## src/rtl/mcyc_main_ctrl.sv

```systemverilog
// rtl/mcyc_main_ctrl.sv - MIPS32 multi-cycle main control FSM (optional ILLEGAL_HALT_EN: illegal op/funct halts)
module mcyc_main_ctrl #(
  parameter int MEM_WAIT_MAX = 15
) (
  input  logic       clk,
  input  logic       nrst,
  input  logic [5:0] op,
  input  logic [5:0] func,
  input  logic       zero,
  input  logic       mem_ready,
  output logic       pc_write,
  output logic       ir_write,
  output logic       mdr_write,
  output logic       rega_write,
  output logic       regb_write,
  output logic       aluout_write,
  output logic       reg_write,
  output logic       mem_read,
  output logic       mem_write,
  output logic       iord,
  output logic       mem_to_reg,
  output logic       reg_dst,
  output logic       alu_src_a,
  output logic [2:0] alu_src_b,
  output logic [1:0] pc_src,
  output logic [3:0] alu_op,
  output logic       instr_done,
  output logic       halted,
  output logic       mem_err,
  output logic [3:0] state_dbg
);

  localparam int CW = $clog2(MEM_WAIT_MAX + 1);

  localparam logic [3:0] ALU_AND = 4'd0;
  localparam logic [3:0] ALU_OR  = 4'd1;
  localparam logic [3:0] ALU_ADD = 4'd2;
  localparam logic [3:0] ALU_XOR = 4'd3;
  localparam logic [3:0] ALU_SUB = 4'd6;
  localparam logic [3:0] ALU_SLT = 4'd7;
  localparam logic [3:0] ALU_NOR = 4'd12;

  typedef enum logic [3:0] {
    FETCH = 4'd0, DECODE = 4'd1, MEM_ADDR = 4'd2, MEM_RD = 4'd3, MEM_WB = 4'd4,
    MEM_WR = 4'd5, R_EXEC = 4'd6, R_WB = 4'd7, BRANCH = 4'd8, JUMP = 4'd9,
    I_EXEC = 4'd10, I_WB = 4'd11, JR = 4'd12, HALT = 4'd13
  } state_t;

  state_t        state_q, state_d;
  logic [CW-1:0] cnt_q, cnt_d;
  logic          mem_err_q, mem_err_d;
  state_t        dec_state;
  logic          dec_illegal;
  logic          mem_state;
  logic          mem_timeout;

  // Instruction classification from op/funct, used by DECODE
  always_comb begin
    dec_state   = FETCH;
    dec_illegal = 1'b0;
    case (op)
      6'h00: begin
        if (func == 6'h08) begin
          dec_state = JR;
        end else if (func inside {6'h20, 6'h22, 6'h24, 6'h25, 6'h26, 6'h27, 6'h2A}) begin
          dec_state = R_EXEC;
        end else begin
          dec_illegal = 1'b1;
        end
      end
      6'h02:                                dec_state = JUMP;
      6'h04, 6'h05:                         dec_state = BRANCH;
      6'h08, 6'h0A, 6'h0C, 6'h0D, 6'h0E:    dec_state = I_EXEC;
      6'h23, 6'h2B:                         dec_state = MEM_ADDR;
      default:                              dec_illegal = 1'b1;
    endcase
`ifdef ILLEGAL_HALT_EN
    if (dec_illegal) dec_state = HALT;
`else
    if (dec_illegal) dec_state = FETCH;
`endif
  end

  // Wait-limit detection for the three states that talk to memory
  always_comb begin
    mem_state   = (state_q == FETCH) || (state_q == MEM_RD) || (state_q == MEM_WR);
    mem_timeout = mem_state && !mem_ready && (cnt_q == CW'(MEM_WAIT_MAX));
  end

  // State, wait counter and sticky error register
  always_ff @(posedge clk or negedge nrst) begin
    if (!nrst) begin
      state_q   <= FETCH;
      cnt_q     <= '0;
      mem_err_q <= 1'b0;
    end else begin
      state_q   <= state_d;
      cnt_q     <= cnt_d;
      mem_err_q <= mem_err_d;
    end
  end

  // Next-state logic; the counter restarts at zero whenever a memory state is left
  always_comb begin
    state_d   = state_q;
    mem_err_d = mem_err_q;
    cnt_d     = (mem_state && !mem_ready && !mem_timeout) ? cnt_q + 1'b1 : '0;
    case (state_q)
      FETCH:    if (mem_ready) state_d = DECODE;
      DECODE:   state_d = dec_state;
      MEM_ADDR: state_d = (op == 6'h23) ? MEM_RD : MEM_WR;
      MEM_RD:   if (mem_ready) state_d = MEM_WB;
      MEM_WR:   if (mem_ready) state_d = FETCH;
      R_EXEC:   state_d = R_WB;
      I_EXEC:   state_d = I_WB;
      MEM_WB, R_WB, I_WB, BRANCH, JUMP, JR: state_d = FETCH;
      HALT:     state_d = HALT;
      default:  state_d = FETCH;
    endcase
    if (mem_timeout) begin
      state_d   = HALT;
      mem_err_d = 1'b1;
    end
  end

  // Datapath controls; everything is forced to zero while reset is held
  always_comb begin
    pc_write = 1'b0; ir_write = 1'b0; mdr_write = 1'b0; rega_write = 1'b0;
    regb_write = 1'b0; aluout_write = 1'b0; reg_write = 1'b0; mem_read = 1'b0;
    mem_write = 1'b0; iord = 1'b0; mem_to_reg = 1'b0; reg_dst = 1'b0;
    alu_src_a = 1'b0; alu_src_b = 3'd0; pc_src = 2'd0; alu_op = ALU_AND;
    instr_done = 1'b0; halted = 1'b0;
    case (state_q)
      FETCH: begin
        mem_read = 1'b1; alu_src_b = 3'd4; alu_op = ALU_ADD;
        ir_write = mem_ready; pc_write = mem_ready;
      end
      DECODE: begin
        alu_src_b = 3'd3; alu_op = ALU_ADD;
`ifdef ILLEGAL_HALT_EN
        rega_write = !dec_illegal; regb_write = !dec_illegal; aluout_write = !dec_illegal;
`else
        rega_write = 1'b1; regb_write = 1'b1; aluout_write = 1'b1;
        instr_done = dec_illegal;
`endif
      end
      MEM_ADDR: begin
        alu_src_a = 1'b1; alu_src_b = 3'd2; alu_op = ALU_ADD; aluout_write = 1'b1;
      end
      MEM_RD: begin
        mem_read = 1'b1; iord = 1'b1; mdr_write = mem_ready;
      end
      MEM_WB: begin
        mem_to_reg = 1'b1; reg_write = 1'b1; instr_done = 1'b1;
      end
      MEM_WR: begin
        mem_write = 1'b1; iord = 1'b1; instr_done = mem_ready;
      end
      R_EXEC: begin
        alu_src_a = 1'b1; aluout_write = 1'b1;
        case (func)
          6'h22:   alu_op = ALU_SUB;
          6'h24:   alu_op = ALU_AND;
          6'h25:   alu_op = ALU_OR;
          6'h26:   alu_op = ALU_XOR;
          6'h27:   alu_op = ALU_NOR;
          6'h2A:   alu_op = ALU_SLT;
          default: alu_op = ALU_ADD;
        endcase
      end
      R_WB: begin
        reg_dst = 1'b1; reg_write = 1'b1; instr_done = 1'b1;
      end
      I_EXEC: begin
        alu_src_a = 1'b1; aluout_write = 1'b1;
        case (op)
          6'h0A:   begin alu_src_b = 3'd2; alu_op = ALU_SLT; end
          6'h0C:   begin alu_src_b = 3'd5; alu_op = ALU_AND; end
          6'h0D:   begin alu_src_b = 3'd5; alu_op = ALU_OR;  end
          6'h0E:   begin alu_src_b = 3'd5; alu_op = ALU_XOR; end
          default: begin alu_src_b = 3'd2; alu_op = ALU_ADD; end
        endcase
      end
      I_WB: begin
        reg_write = 1'b1; instr_done = 1'b1;
      end
      BRANCH: begin
        alu_src_a = 1'b1; alu_op = ALU_SUB; pc_src = 2'd1; instr_done = 1'b1;
        pc_write = (op == 6'h04) ? zero : !zero;
      end
      JUMP: begin
        pc_src = 2'd2; pc_write = 1'b1; instr_done = 1'b1;
      end
      JR: begin
        pc_src = 2'd3; pc_write = 1'b1; instr_done = 1'b1;
      end
      HALT:    halted = 1'b1;
      default: ;
    endcase
    if (!nrst) begin
      pc_write = 1'b0; ir_write = 1'b0; mdr_write = 1'b0; rega_write = 1'b0;
      regb_write = 1'b0; aluout_write = 1'b0; reg_write = 1'b0; mem_read = 1'b0;
      mem_write = 1'b0; iord = 1'b0; mem_to_reg = 1'b0; reg_dst = 1'b0;
      alu_src_a = 1'b0; alu_src_b = 3'd0; pc_src = 2'd0; alu_op = ALU_AND;
      instr_done = 1'b0; halted = 1'b0;
    end
  end

  // Status outputs
  always_comb begin
    mem_err   = mem_err_q;
    state_dbg = state_q;
  end

endmodule

```

## config.mk

```make
export PLATFORM = sky130hd
export DESIGN_NAME = mcyc_main_ctrl
export DESIGN_NICKNAME = d
export VERILOG_FILES = /design/src/rtl/mcyc_main_ctrl.sv
export SDC_FILE = /design/constraint.sdc
export NUM_CORES = 1
export LEC_CHECK = 0
export CORE_UTILIZATION = 56
export CTS_CLUSTER_DIAMETER = 80
export CTS_CLUSTER_SIZE = 24
export DETAILED_ROUTE_END_ITERATION = 7
export DONT_BUFFER_PORTS = 1
export PLACE_DENSITY_LB_ADDON = 0.25
export SYNTH_ARGS = -nofsm -noshare
export SYNTH_HDL_FRONTEND = slang
export SYNTH_SLANG_ARGS = --single-unit
```

## constraint.sdc

```tcl
create_clock -name clk -period 2.9 [get_ports clk]
set_input_delay 0.145 -clock clk [delete_from_list [all_inputs] [get_ports clk]]
set_output_delay 0.145 -clock clk [all_outputs]
set_load 0.02 [all_outputs]
```

* Word level (Yosys, flattened, before mapping)
Cells that the tools add are included.
Operators by class: $add $sub $neg 1, equal/unequal tests 35, mux-type cells 52, reduce and logical (&&, ||, !) cells 25
Operators with widths (number):
- 6-bit equality test, second input constant | 9
- 6-bit by 4-bit equality test with 1-bit output, second input constant | 6
- 4-bit two-way mux | 8
- 4-bit one-hot mux with 8 select lines | 1
- 1-bit two-way mux | 29
- 4-bit equality test, second input constant | 7
- 3-bit one-hot mux with 4 select lines | 2
- 4-bit one-hot mux with 6 select lines | 1
- 4-bit one-hot mux with 5 select lines | 1
- 4-bit by 3-bit equality test with 1-bit output, second input constant | 4
- 4-bit one-hot mux with 4 select lines | 1
- 6-bit by 3-bit equality test with 1-bit output, second input constant | 2
- 3-bit two-way mux | 4
- 10-bit OR reduction | 1
- 2-bit OR reduction | 5
- 3-bit inequality test, second input constant | 3
- 3-bit OR reduction | 3
- 4-bit by 2-bit equality test with 1-bit output, second input constant | 2
- 4-bit OR reduction | 2
- 7-bit nonzero test | 1
- 6-bit by 2-bit equality test with 1-bit output, second input constant | 1
- 6-bit zero test | 1
- 1-bit one-hot mux with 3 select lines | 2
- 2-bit one-hot mux with 3 select lines | 1
- other kinds (11) | 16
Storage, ports and cells: bits in registers 9, input port bits 16, logic and storage cells 116

* Longest topological paths before layout
depth in word-level cells 8, depth in mapped cells 6

* Worst setup path after synthesis
Ideal clock, no wire load.
kind flip-flop to output port, from register state_q[3], in the netlist state_dbg[3], to output port instr_done, arrival 1896 ps, setup slack 859 ps, cell stages (with the launch flop) 6, buffers on the path 1, cell sequence dfrtp_1 > buf_2 > nor2_2 > and3_1 > o31ai_1 > o31ai_1
On the way: cells in the longest elaborated chain, start to end 4, elaborated cells on any way between the ends 11, those cells by class eq/ne: 8; mux: 2; reduce/logical: 1
Ends and longest elaborated chain:
- from (decl) | line 49 | state_t state_q, state_d;
- from (signal assigned) | line 97 | state_q <= state_d;
- 4-bit equality test or 4-bit by 3-bit equality test with 1-bit output (tied branches) | line 133 | case (state_q)
- 6-bit OR reduction (no source line)
- 1-bit one-hot mux with 3 select lines (*) | line 133
- 1-bit two-way mux (*) | line 200 | if (!nrst) begin
- to (decl) | line 27 | output logic instr_done,
Every way passes the cells marked *; elsewhere a longest branch is shown, timed or not.

* Worst setup path after layout
from register state_q[2], in the netlist state_dbg[2], to output port instr_done
Same word-level chain as after synthesis.

==> results.txt <==
Maximum net fanout on the critical path: 20
Max layer used: met4
Total count of max-transition violations in the final report: 0
CTS resizes: 0
Final critical-path required period: 2.39 ns
Ratio of total power to cell area: 655 nW/um2
Number of buffers on the longest clock path: 2
Async SR Flop Fraction: 100%
Type of the most critical hold path: input pin to register
Area after DPL: 1320 um2
Post-layout total power: 887 uW
Clock Power Share: 10.5%
Post-route antenna net violation count: 0
Clk Latency, worst-skew pair: 0.25 ns
Remaining Overflow, GRT: 0
Distinct cell type count after synthesis: 57
Half-perimeter wire length after detailed placement: 2620 um
Starting utilization of the core area: 59.4%
Number of top-level pins: 45
Worst setup EP type: output pin
Maximum cell stage delay along the critical path: 0.59 ns
Total vias in the final route: 1429
Switching power share of the total: 53.0%
Final nets: 201
Clock-pin slew on the worst setup and hold paths: 0.06 ns
Routed wire length: 3530 um
Sequential cell area fraction in the yosys report: 17.1%
Number of flip-flops and latches in the synthesized netlist: 9
Post-Syn Nets: 204
Post-CTS Setup Inserts: 0
Via count of the first global-routing pass: 1260
Nature of the critical path startpoint: register
Number of cells produced by synthesis: 187
Yosys warning total: 0
Power spent charging and discharging nets: 470 uW
Status: complete, no violations
Max transition margin: 55.1%
Share of cells above drive strength 1: 8.74%
Netlist Area Pre-Place: 1310 um2
Antenna violations before repair: 0
Placer's final routability congestion estimate: 0.826
Drc violations: 0
Least-Margin Pin Slew: 0.669 ns
TritonCTS sink count: 9
Most repeated library cell on the critical path: o31ai_1
Peak VDD IR: 0.000504 V
Sum of met2 wire segment lengths after detailed routing: 1710 um
Dominant cell by count in the synthesized netlist: nor2_1
Cell leakage power: 0.000506 uW
Setup TNS: 0 ns
Final number of setup-violating endpoints: 0
Final-report hold violation count: 0
Hold bufs inserted after CTS: 1
Detailed-route wire length on metal 1: 1520 um
Biggest area contributors in the synthesized netlist: dfrtp_1 (17%), o21ai_0 (4.6%), nor2_1 (4.6%), nor2b_1 (4.3%), nor3_1 (4.2%)
Top flip-flop cell by instance count after synthesis: dfrtp_1
Most frequent cells after synthesis: nor2_1 (16), nand2_1 (12), o21ai_0 (12)
Filler cell count in the final layout: 219
First-pass iteration count of the detailed router: 4
Routed length on met3: 271 um
Cts bufs inserted: 3
Post-Syn Area per Cell: 7.03 um2
Via density per instance: 6.77
Rows: 17
Die Y: 50.4 um
Antenna diode count: 0
Overall die width: 50.4 um
Slowest stage cell on the critical path: dfrtp_1
Sequential cell fraction of total power: 25.7%
Clock tree from TritonCTS: built
CTS H-tree lvls: 1
Worst Skew: 0.00242 ns
Data arrival time of the worst path: 2.25 ns
Global-route usage over all layers: 29.2%
Root buffer cell: clkbuf_4
Library cell with the largest summed area after synthesis: dfrtp_1
Maximum number of pins on one net before global-route repair: 21
Final design instance area without fill: 1360 um2
Number of enable flip-flop cells after synthesis: 0
Maxcap violations: 0
Data required, critical path: 2.76 ns
Routed length per instance: 16.7 um
Critical path start-end classification: register to output pin
Count of input and output buffers: 0
Global-route wire length before repair: 5800 um
1st-iter DRT viols: 66
Share of the synthesized area in the top cell type: 17.1%
Core area: 2210 um2
Unrepaired setup endpoints after global routing: false
Area Growth Syn to Fin: 3.14%
Cell-by-cell listing of the critical path: nor2_2 > and3_1 > o31ai_1 > o31ai_1 > buf_4
Combinational share of power: 63.8%
Total Die Area: 2540 um2
Final worst-path cycle share: 82.5%
Internal: 417 uW
Maximum achievable frequency: 418 MHz
[layout make-up]
| type | count | area (um2) | share of cell area, % |
|---|---|---|---|
| Timing Repair Buffer | 7 | 55.1 | 4.06 |
| Multi-Input combinational cell | 158 | 995 | 73.4 |
| Clock buffer | 4 | 26.3 | 1.94 |
| Sequential cell | 9 | 225 | 16.6 |
| Tap cell | 28 | 35.0 | 2.59 |
| Inverter | 5 | 18.8 | 1.39 |
[cells by family (layout without fill, tap and decap cells)]
| family | Yosys count | after routing | share of synthesized area, % |
|---|---|---|---|
| buffers and inverters | 20 | 16 | 7.14 |
| muxes | 1 | 1 | 0.762 |
| adders and majority gates | 1 | 1 | 0.952 |
| and+or+nand+nor | 97 | 97 | 42.3 |
| DFF | 9 | 9 | 17.1 |
| xor gates and xnor gates | 7 | 7 | 4.67 |
| AOI/OAI and AO/OA | 52 | 52 | 27.0 |
[layer usage]
metal  up-vias  track usage [%]
met5         -                0
li1        686                -
met1       667             39.4
met2        72             46.9
met3         4             3.33
met4         0             11.6
[through the flow]
stage | utilization (%) | cells | hold WS [ns] | setup WS, ns
2_1_floorplan | - | 187 | -0.151 | 0.859
6_report | 61.3 | 211 | 0.0965 | 0.508
3_3_place_gp | 59.6 | 206 | -0.150 | 0.836
4_1_cts | 61.3 | 211 | 0.0811 | 0.503
5_1_grt | 61.3 | 211 | 0.0939 | 0.369
3_5_place_dp | 59.6 | 206 | -0.150 | 0.795
[worst max-delay path, delay by kind of cell (launching register included)]
family                 cells  cell delay (ns)
buffers and inverters      1             0.18
AO/OA/AOI/OAI              2             0.40
AND/OR/NAND/NOR            2             0.83
flip-flops                 1             0.59
[power groups by stage]
stage,Sequential [uW],Combinational (uW),Clock [uW]
after floorplan,191,499,0
after global placement,221,551,0
after detailed placement,228,556,0
after CTS,226,563,97.7
after global routing,236,624,105
final,228,566,93.0
[final timing paths]
| path | startpoint | to | slack (ns) | cells past startpoint |
|---|---|---|---|---|
| max | state_dbg[2] | instr_done | 0.51 | 5 |
| max in group asynchronous | nrst | state_dbg[3] | 2.31 | 1 |
| min in group asynchronous | nrst | state_dbg[2] | 0.27 | 1 |
| min | op[4] | state_dbg[1] | 0.1 | 2 |
| min reg2reg | cnt_q[0] | cnt_q[0] | 0.48 | 1 |
| max reg2reg | state_dbg[3] | state_dbg[3] | 0.91 | 5 |
[registers in the layout, summed over array words and instances (netlist names)]
name,count
cnt_q,4
state_dbg,4
mem_err,1
[layout by cell type, fill, tap and decap left out, types with 6 or more instances in the layout]
cell type  count
dfrtp_1        9
nor2b_1        9
nand2_1       12
a21oi_1        7
nor2_1        16
buf_4          6
nand3_1        7
nor3_1        11
nand2b_1       7
o21ai_0       12
Power figures use the tool's default switching activity.
